<file path="config.mk">
export PLATFORM = sky130hd
export DESIGN_NAME = mem_arbiter_flat
export DESIGN_NICKNAME = d
export VERILOG_FILES = /design/src/rtl/mem_arbiter_if.sv /design/src/rtl/mem_arbiter.sv /design/src/flat_wrapper.sv
export SDC_FILE = /design/constraint.sdc
export NUM_CORES = 1
export LEC_CHECK = 0
export BUFFER_PORTS_ARGS = -buffer_cell sky130_fd_sc_hd__buf_4
export CORE_MARGIN = 4
export CORE_UTILIZATION = 30
export CTS_CLUSTER_SIZE = 28
export DETAILED_ROUTE_END_ITERATION = 16
export PLACE_DENSITY_LB_ADDON = 0.3
export SETUP_SLACK_MARGIN = 0.15
export SLEW_MARGIN = 20
export SYNTH_ARGS = -nofsm -noshare
export SYNTH_HDL_FRONTEND = slang
export SYNTH_SLANG_ARGS = --single-unit
</file>
<file path="constraint.sdc">
create_clock -name clk_i -period 5.85 [get_ports clk_i]
set_input_delay 0.585 -clock clk_i [delete_from_list [all_inputs] [get_ports clk_i]]
set_output_delay 0.585 -clock clk_i [all_outputs]
set_load 0.05 [all_outputs]
</file>
<file path="src/rtl/mem_arbiter_if.sv">
// mem_arbiter_if - bundles every handshake and bus signal of the memory arbiter.
//
// Signal groups (names keep the arbiter-side direction suffix):
//   fetch requester : if_req_i, if_addr_i -> if_gnt_o, if_done_o, if_rdata_o
//   data requester  : d_req_i, d_we_i, d_addr_i, d_wdata_i -> d_gnt_o, d_done_o, d_rdata_o
//   status          : err_o (timeout flag, pulses with the done pulse)
//   memory port     : mem_req_o, mem_we_o, mem_addr_o, mem_wdata_o <- mem_rdata_i, mem_ack_i
//
// Modports:
//   slave  - the arbiter's view (it serves the two requesters)
//   master - the surrounding core + memory that drive the arbiter
interface mem_arbiter_if #(
  parameter int XLEN = 32
);
  logic            if_req_i;
  logic [XLEN-1:0] if_addr_i;
  logic            if_gnt_o;
  logic            if_done_o;
  logic [XLEN-1:0] if_rdata_o;

  logic            d_req_i;
  logic            d_we_i;
  logic [XLEN-1:0] d_addr_i;
  logic [XLEN-1:0] d_wdata_i;
  logic            d_gnt_o;
  logic            d_done_o;
  logic [XLEN-1:0] d_rdata_o;

  logic            err_o;

  logic            mem_req_o;
  logic            mem_we_o;
  logic [XLEN-1:0] mem_addr_o;
  logic [XLEN-1:0] mem_wdata_o;
  logic [XLEN-1:0] mem_rdata_i;
  logic            mem_ack_i;

  modport slave (
    input  if_req_i, if_addr_i,
    input  d_req_i, d_we_i, d_addr_i, d_wdata_i,
    input  mem_rdata_i, mem_ack_i,
    output if_gnt_o, if_done_o, if_rdata_o,
    output d_gnt_o, d_done_o, d_rdata_o,
    output err_o,
    output mem_req_o, mem_we_o, mem_addr_o, mem_wdata_o
  );

  modport master (
    output if_req_i, if_addr_i,
    output d_req_i, d_we_i, d_addr_i, d_wdata_i,
    output mem_rdata_i, mem_ack_i,
    input  if_gnt_o, if_done_o, if_rdata_o,
    input  d_gnt_o, d_done_o, d_rdata_o,
    input  err_o,
    input  mem_req_o, mem_we_o, mem_addr_o, mem_wdata_o
  );
endinterface

</file>
<file path="src/rtl/mem_arbiter.sv">
// mem_arbiter - shares one single-port memory between the instruction-fetch
// requester and the load/store requester of a single-cycle RV32 core.
//
// One transaction is in flight at a time. A request seen in IDLE is latched
// onto the memory port, the winner gets a one-cycle grant pulse, and the FSM
// waits in BUSY for mem_ack_i. If no ack arrives within TIMEOUT_CYCLES busy
// cycles the transaction is aborted: the owner gets done + err and its read
// data register is cleared. All outputs are registered.
//
// Ports:
//   clk_i  - clock, all state on the rising edge
//   rst_i  - asynchronous active-high reset
//   bus    - mem_arbiter_if.slave (requester handshakes + memory port)
//
// Parameters:
//   XLEN           - address/data width (must match the interface)
//   TIMEOUT_CYCLES - busy cycles without ack before abort, 1..65535
//   CNT_W          - wait counter width, derived
//
// Optional feature (macro MEM_ARB_ROUND_ROBIN_EN):
//   defined   - a 1-bit round-robin pointer (reset to fetch) toggles after
//               every grant and picks the winner on simultaneous requests
//   undefined - data always beats fetch on simultaneous requests
module mem_arbiter #(
  parameter  int XLEN           = 32,
  parameter  int TIMEOUT_CYCLES = 255,
  localparam int CNT_W          = $clog2(TIMEOUT_CYCLES + 1)
) (
  input  logic         clk_i,
  input  logic         rst_i,
  mem_arbiter_if.slave bus
);

  typedef enum logic {IDLE, BUSY} state_t;

  localparam logic [CNT_W-1:0] CNT_LAST = CNT_W'(TIMEOUT_CYCLES - 1);

  state_t          state_q, state_d;
  logic [CNT_W-1:0] cnt_q, cnt_d;
  logic            owner_data_q, owner_data_d;
  logic            grant_data;

  logic            mem_req_d, mem_we_d;
  logic [XLEN-1:0] mem_addr_d, mem_wdata_d;
  logic [XLEN-1:0] if_rdata_d, d_rdata_d;
  logic            if_gnt_d, d_gnt_d, if_done_d, d_done_d, err_d;

`ifdef MEM_ARB_ROUND_ROBIN_EN
  // rr_q = 1 means the data requester wins the next tie
  logic rr_q, rr_d;
  assign grant_data = bus.d_req_i && (!bus.if_req_i || rr_q);
`else
  assign grant_data = bus.d_req_i;
`endif

  // Next-state and next-output logic. Every registered output has a next
  // value here; pulses default to 0 and held values default to themselves.
  always_comb begin
    state_d      = state_q;
    cnt_d        = cnt_q;
    owner_data_d = owner_data_q;
    mem_req_d    = bus.mem_req_o;
    mem_we_d     = bus.mem_we_o;
    mem_addr_d   = bus.mem_addr_o;
    mem_wdata_d  = bus.mem_wdata_o;
    if_rdata_d   = bus.if_rdata_o;
    d_rdata_d    = bus.d_rdata_o;
    if_gnt_d     = 1'b0;
    d_gnt_d      = 1'b0;
    if_done_d    = 1'b0;
    d_done_d     = 1'b0;
    err_d        = 1'b0;
`ifdef MEM_ARB_ROUND_ROBIN_EN
    rr_d         = rr_q;
`endif

    unique case (state_q)
      IDLE: begin
        mem_req_d = 1'b0;
        if (bus.if_req_i || bus.d_req_i) begin
          state_d      = BUSY;
          cnt_d        = '0;
          mem_req_d    = 1'b1;
          owner_data_d = grant_data;
          if (grant_data) begin
            mem_we_d    = bus.d_we_i;
            mem_addr_d  = bus.d_addr_i;
            mem_wdata_d = bus.d_wdata_i;
            d_gnt_d     = 1'b1;
          end else begin
            // fetches never write; drive zero data so the port is quiet
            mem_we_d    = 1'b0;
            mem_addr_d  = bus.if_addr_i;
            mem_wdata_d = '0;
            if_gnt_d    = 1'b1;
          end
`ifdef MEM_ARB_ROUND_ROBIN_EN
          rr_d = ~rr_q;
`endif
        end
      end

      BUSY: begin
        // an ack in the timeout cycle wins, so it is tested first
        if (bus.mem_ack_i) begin
          state_d   = IDLE;
          mem_req_d = 1'b0;
          if (owner_data_q) begin
            d_done_d = 1'b1;
            if (!bus.mem_we_o) begin
              d_rdata_d = bus.mem_rdata_i;
            end
          end else begin
            if_done_d  = 1'b1;
            if_rdata_d = bus.mem_rdata_i;
          end
        end else if (cnt_q == CNT_LAST) begin
          state_d   = IDLE;
          mem_req_d = 1'b0;
          err_d     = 1'b1;
          if (owner_data_q) begin
            d_done_d  = 1'b1;
            d_rdata_d = '0;
          end else begin
            if_done_d  = 1'b1;
            if_rdata_d = '0;
          end
        end else begin
          cnt_d = cnt_q + 1'b1;
        end
      end

      default: state_d = IDLE;
    endcase
  end

  // State and output registers; reset drops any in-flight transaction.
  always_ff @(posedge clk_i or posedge rst_i) begin
    if (rst_i) begin
      state_q         <= IDLE;
      cnt_q           <= '0;
      owner_data_q    <= 1'b0;
      bus.mem_req_o   <= 1'b0;
      bus.mem_we_o    <= 1'b0;
      bus.mem_addr_o  <= '0;
      bus.mem_wdata_o <= '0;
      bus.if_rdata_o  <= '0;
      bus.d_rdata_o   <= '0;
      bus.if_gnt_o    <= 1'b0;
      bus.d_gnt_o     <= 1'b0;
      bus.if_done_o   <= 1'b0;
      bus.d_done_o    <= 1'b0;
      bus.err_o       <= 1'b0;
`ifdef MEM_ARB_ROUND_ROBIN_EN
      rr_q            <= 1'b0;
`endif
    end else begin
      state_q         <= state_d;
      cnt_q           <= cnt_d;
      owner_data_q    <= owner_data_d;
      bus.mem_req_o   <= mem_req_d;
      bus.mem_we_o    <= mem_we_d;
      bus.mem_addr_o  <= mem_addr_d;
      bus.mem_wdata_o <= mem_wdata_d;
      bus.if_rdata_o  <= if_rdata_d;
      bus.d_rdata_o   <= d_rdata_d;
      bus.if_gnt_o    <= if_gnt_d;
      bus.d_gnt_o     <= d_gnt_d;
      bus.if_done_o   <= if_done_d;
      bus.d_done_o    <= d_done_d;
      bus.err_o       <= err_d;
`ifdef MEM_ARB_ROUND_ROBIN_EN
      rr_q            <= rr_d;
`endif
    end
  end

endmodule

</file>
<file path="src/flat_wrapper.sv">
// flat-port wrapper written by rule: the top's interface ports become plain ports
module mem_arbiter_flat 
#(
  parameter  int XLEN           = 32,
  parameter  int TIMEOUT_CYCLES = 255,
  localparam int CNT_W          = $clog2(TIMEOUT_CYCLES + 1)
)
  (clk_i, rst_i, bus_if_req_i, bus_if_addr_i, bus_d_req_i, bus_d_we_i, bus_d_addr_i, bus_d_wdata_i, bus_mem_rdata_i, bus_mem_ack_i, bus_if_gnt_o, bus_if_done_o, bus_if_rdata_o, bus_d_gnt_o, bus_d_done_o, bus_d_rdata_o, bus_err_o, bus_mem_req_o, bus_mem_we_o, bus_mem_addr_o, bus_mem_wdata_o);
  mem_arbiter_if #(.XLEN(XLEN)) bus_i ();
  input  logic clk_i;
  input  logic rst_i;
  input wire logic [$bits(bus_i.if_req_i)-1:0] bus_if_req_i;
  input wire logic [$bits(bus_i.if_addr_i)-1:0] bus_if_addr_i;
  input wire logic [$bits(bus_i.d_req_i)-1:0] bus_d_req_i;
  input wire logic [$bits(bus_i.d_we_i)-1:0] bus_d_we_i;
  input wire logic [$bits(bus_i.d_addr_i)-1:0] bus_d_addr_i;
  input wire logic [$bits(bus_i.d_wdata_i)-1:0] bus_d_wdata_i;
  input wire logic [$bits(bus_i.mem_rdata_i)-1:0] bus_mem_rdata_i;
  input wire logic [$bits(bus_i.mem_ack_i)-1:0] bus_mem_ack_i;
  output wire logic [$bits(bus_i.if_gnt_o)-1:0] bus_if_gnt_o;
  output wire logic [$bits(bus_i.if_done_o)-1:0] bus_if_done_o;
  output wire logic [$bits(bus_i.if_rdata_o)-1:0] bus_if_rdata_o;
  output wire logic [$bits(bus_i.d_gnt_o)-1:0] bus_d_gnt_o;
  output wire logic [$bits(bus_i.d_done_o)-1:0] bus_d_done_o;
  output wire logic [$bits(bus_i.d_rdata_o)-1:0] bus_d_rdata_o;
  output wire logic [$bits(bus_i.err_o)-1:0] bus_err_o;
  output wire logic [$bits(bus_i.mem_req_o)-1:0] bus_mem_req_o;
  output wire logic [$bits(bus_i.mem_we_o)-1:0] bus_mem_we_o;
  output wire logic [$bits(bus_i.mem_addr_o)-1:0] bus_mem_addr_o;
  output wire logic [$bits(bus_i.mem_wdata_o)-1:0] bus_mem_wdata_o;
  assign bus_i.if_req_i = bus_if_req_i;
  assign bus_i.if_addr_i = bus_if_addr_i;
  assign bus_i.d_req_i = bus_d_req_i;
  assign bus_i.d_we_i = bus_d_we_i;
  assign bus_i.d_addr_i = bus_d_addr_i;
  assign bus_i.d_wdata_i = bus_d_wdata_i;
  assign bus_i.mem_rdata_i = bus_mem_rdata_i;
  assign bus_i.mem_ack_i = bus_mem_ack_i;
  assign bus_if_gnt_o = bus_i.if_gnt_o;
  assign bus_if_done_o = bus_i.if_done_o;
  assign bus_if_rdata_o = bus_i.if_rdata_o;
  assign bus_d_gnt_o = bus_i.d_gnt_o;
  assign bus_d_done_o = bus_i.d_done_o;
  assign bus_d_rdata_o = bus_i.d_rdata_o;
  assign bus_err_o = bus_i.err_o;
  assign bus_mem_req_o = bus_i.mem_req_o;
  assign bus_mem_we_o = bus_i.mem_we_o;
  assign bus_mem_addr_o = bus_i.mem_addr_o;
  assign bus_mem_wdata_o = bus_i.mem_wdata_o;
  mem_arbiter #(.XLEN(XLEN), .TIMEOUT_CYCLES(TIMEOUT_CYCLES)) u_core (.clk_i(clk_i), .rst_i(rst_i), .bus(bus_i));
endmodule
</file>
After elaboration in Yosys (flattened, before gate mapping)
Cells that the tools add are included.

Logic and storage cells: 69. Register bits after elaboration: 145. Output and inout bits: 135.

Reduce and logical (&&, ||, !) cells: 6. Equal/unequal tests: 6. Bitwise gates (word level): 2. Mux-type cells: 40. Add/sub/neg operators: 1.

Operator list (number): $mux 32 (11); $mux 8 (3); $mux 1 (23); $pmux 8 s2 (1); $add 8x1->8 const B (1); $eq 8x8->1 const B (1); $ne 2x2->1 const B (3); $reduce_and 3->1 (2); $pmux 1 s2 (2); $reduce_and 4->1 (1); $ne 3x3->1 const B (1); $ne 2x1->1 const B (1); $not 1->1 (2); $reduce_and 2->1 (1); $reduce_bool 2->1 (1); $logic_or 1x1->1 (1).

Longest topological paths before layout
Depth after elaboration: 4. Depth in mapped cells: 7. Gate-level depth less buffers: 6.

Worst setup path after synthesis
No wires, ideal clock.

Path type: register to register. Start: register u_core.bus.mem_we_o. End: register u_core.bus.d_rdata_o[19]. Setup time: 0.121 ns. Arrival: 1.566 ns. Stages on the path, launching flop included: 6. Clock period less this slack: 1.687 ns. Buffers on the path: 2. Required time: 5.729 ns. Path slack: 4.163 ns. Cells stage by stage: dfrtp_1 > clkbuf_1 > nor2_1 > and2_1 > buf_2 > a22o_1.

Word-level cells in the longest chain between the ends: 2.

Ends and longest elaborated chain: start: declaration (line mem_arbiter_if.sv:45) `output mem_req_o, mem_we_o, mem_addr_o, mem_wdata_o`; start signal: assignment (line mem_arbiter.sv:162) `bus.mem_we_o <= mem_we_d;`; $ne 2x2->1 (no line); $reduce_and 4->1 (no line); end signal: assignment (line mem_arbiter.sv:166) `bus.d_rdata_o <= d_rdata_d;`; end: declaration (line mem_arbiter_if.sv:43) `output d_gnt_o, d_done_o, d_rdata_o,`.

No other way between the ends. A chain may end at the register's enable or synchronous reset.

Worst setup path in the final report
Start: register u_core.cnt_q[0]. End: register u_core.bus.d_rdata_o[18].

Word-level cells in the longest chain between the ends: 3.

Ends and longest elaborated chain: start: declaration (line mem_arbiter.sv:39) `logic [CNT_W-1:0] cnt_q, cnt_d;`; start signal: assignment (line mem_arbiter.sv:159) `cnt_q <= cnt_d;`; $eq 8x8->1 (line mem_arbiter.sv:117) `end else if (cnt_q == CNT_LAST) begin`; $reduce_bool 2->1 (no line); $reduce_and 4->1 (no line).

No other way between the ends.

==> results.json <==
{
  "busiest_layer": "met2",
  "power.total_mw": 5.22,
  "finalClockSkew_ns": 0.0123,
  "fin_nets": 918,
  "grt_setup_unrepaired": "no",
  "worst-endpoint-required_ns": 6.15,
  "synth_fp_nets": 662,
  "max-slew-margin-rel": 0.451,
  "clock.fmax_mhz": 478,
  "grtUsageMet1": 0.193,
  "postCtsSetupBuffers": 0,
  "via_per_inst": 4.67,
  "grt_pass1_vias": 5098,
  "cts_inserted_buffers": 17,
  "synthArstFlopShare": 1.00,
  "leakage_nw": 4.51,
  "synth_area_leaders": "dfrtp_1 (59%), a22o_1 (13%), mux2i_1 (10%), nand2_1 (4.5%), o21ai_0 (3.2%)",
  "finalSetupTns_ns": 0,
  "min_path_type": "in2async",
  "htreeDepth": 4,
  "slew_viol_final": 0,
  "yosysWarnings": 0,
  "cp_max_fo": 25,
  "ff2ff_path_depth": 6,
  "cts_tree": "built",
  "routabilityCongestion": 0.777,
  "drive_gt1_frac": 0.396,
  "clkTransAtPathRegs_ns": 0.06,
  "crit_arrival_ns": 2.39,
  "use_met2": 0.251,
  "dr.pass1.iters": 5,
  "final_common_cell": "buf_4",
  "die_w_um": 151,
  "drcViolationCount": 0,
  "hold_viol": 0,
  "ys_seq_area_frac": 0.590,
  "synth_edf_count": 0,
  "die_area_um2": 22900,
  "critPathKind": "reg2reg",
  "cts_resized": 0,
  "cts_hold_buffers": 0,
  "max_cap_viol_count": 0,
  "port_buffers": 268,
  "synth_ff_type": "dfrtp_1",
  "cp-start-kind": "flop",
  "grtUsageTotal": 0.157,
  "grt_max_degree": 92,
  "r2r-start": "u_core.cnt_q[0]$_DFFE_PP0P_",
  "area_delta_synth_final_pct": 44.9,
  "cts.sinks": 145,
  "gr-total-overflow": 0,
  "antenna_found_initial": 0,
  "synth-seq-cells": 145,
  "period_share": 0.358,
  "worst_pin_slew_ns": 0.823,
  "synth_top_area_frac": 0.590,
  "start_util": 0.305,
  "met3_usage": 0.0748,
  "vias": 4972,
  "grt_pass1_wl_um": 27900,
  "syn_area_um2": 6150,
  "synth_cells": 526,
  "n_antenna_cell": 0,
  "placementRows": 52,
  "layout_common_cells": "buf_4 (273), dfrtp_1 (145), a22o_1 (89)",
  "dp_hpwl_um": 13000,
  "power.density_nw_per_um2": 586,
  "worst_slack_ns": 3.76,
  "core-area_um2": 20200,
  "fin_crit_ns": 2.09,
  "worstSetupStartpoint": "u_core.cnt_q[0]$_DFFE_PP0P_",
  "wl_per_cell_um": 17.1,
  "status": "finished, final reports clean",
  "io_pins": 269,
  "root_buffer": "clkbuf_16",
  "fp.dieH_um": 151,
  "setup_viol": 0,
  "ys_types": 36,
  "cts_buffer_depth": 2,
  "drtIter0Drc": 178,
  "ir_drop_mv": 0.244,
  "syn_area_per_cell_um2": 11.7,
  "synth_area_leader_cell": "dfrtp_1",
  "end_kind": "flop",
  "wl_um": 18200,
  "place_ws_ns": 3.46,
  "ant_nets": 0,
  "insertion_delay_ns": 0.42
}
-- per-stage QoR --
stage | instance area [um^2] | utilization | hold WS [ns] | cells
5_1_grt | 8910 | 0.442 | 0.281 | 1065
2_1_floorplan | 6150 | - | 0.473 | 526
3_3_place_gp | 8360 | 0.414 | 0.463 | 1033
6_report | 8910 | 0.442 | 0.244 | 1065
3_5_place_dp | 8360 | 0.414 | 0.468 | 1033
4_1_cts | 8910 | 0.442 | 0.262 | 1065
-- final timing paths --
check	end	slack, ns
worst max-delay path	u_core.bus.d_rdata_o[18]$_DFFE_PP0P_	3.76
worst min-delay path	u_core.bus.mem_wdata_o[18]$_DFFE_PP0P_	0.24
worst max register to register	u_core.bus.d_rdata_o[18]$_DFFE_PP0P_	3.76
worst min register to register	u_core.bus.mem_addr_o[18]$_DFFE_PP0P_	0.48
max in group asynchronous	u_core.bus.err_o$_DFF_PP0_	4.44
min in group clk_i	u_core.bus.mem_wdata_o[9]$_DFFE_PP0P_	0.37
-- cells by family after synthesis --
kind of cell / after synthesis / share of synthesized area
AND/OR/NAND/NOR: 97 / 0.0688
AO/OA/AOI/OAI: 143 / 0.177
multiplexers: 64 / 0.104
buffers and inverters: 75 / 0.0563
flip-flops: 145 / 0.590
adder cells (fa/ha/maj): 2 / 0.00407
-- power breakdown --
part           switching [mW]  internal, mW  total, mW
clock                   0.471         0.555       1.03
combinational            1.77         0.806       2.58
sequential              0.255          1.36       1.62
total                    2.50          2.72       5.22
-- critical path, stage by stage (launching register included) --
cell     delay, ns
dfrtp_1       0.41
inv_1         0.10
ha_1          0.14
and3_2        0.22
a21o_1        0.19
nand3_2       0.48
a22o_1        0.43
-- cell type report --
| type | count | area, um^2 |
|---|---|---|
| clock buffer | 17 | 425 |
| inverter | 38 | 148 |
| multi-input combinational | 306 | 2190 |
| sequential | 145 | 3630 |
| timing repair buffer | 274 | 2060 |
| tap | 270 | 338 |
| fill | 1964 | 11300 |
| clock inverter | 15 | 124 |
-- synthesized netlist by cell type, types with 3 or more instances --
cell type and instances:
o21ai_0 39, clkbuf_1 19, a22o_1 89, nand2_1 74, buf_8 3, buf_2 12
nand3_1 4, dfrtp_1 145, nor2_1 5, a21o_1 5, inv_1 37, mux2i_1 64
-- per-layer routing --
metal	vias up	routed length, um
met1	2354	7420
met2	231	8480
li1	2373	-
met5	-	0
met4	0	143
met3	14	2150
-- state kept, by name, summed over array words and instances, names as in the netlist, 8 cells and up --
register,flops
u_core.bus.d_rdata_o,32
u_core.bus.mem_addr_o,32
u_core.bus.if_rdata_o,32
u_core.bus.mem_wdata_o,32
u_core.cnt_q,8
Note: power is estimated with default switching activity, not from simulation.
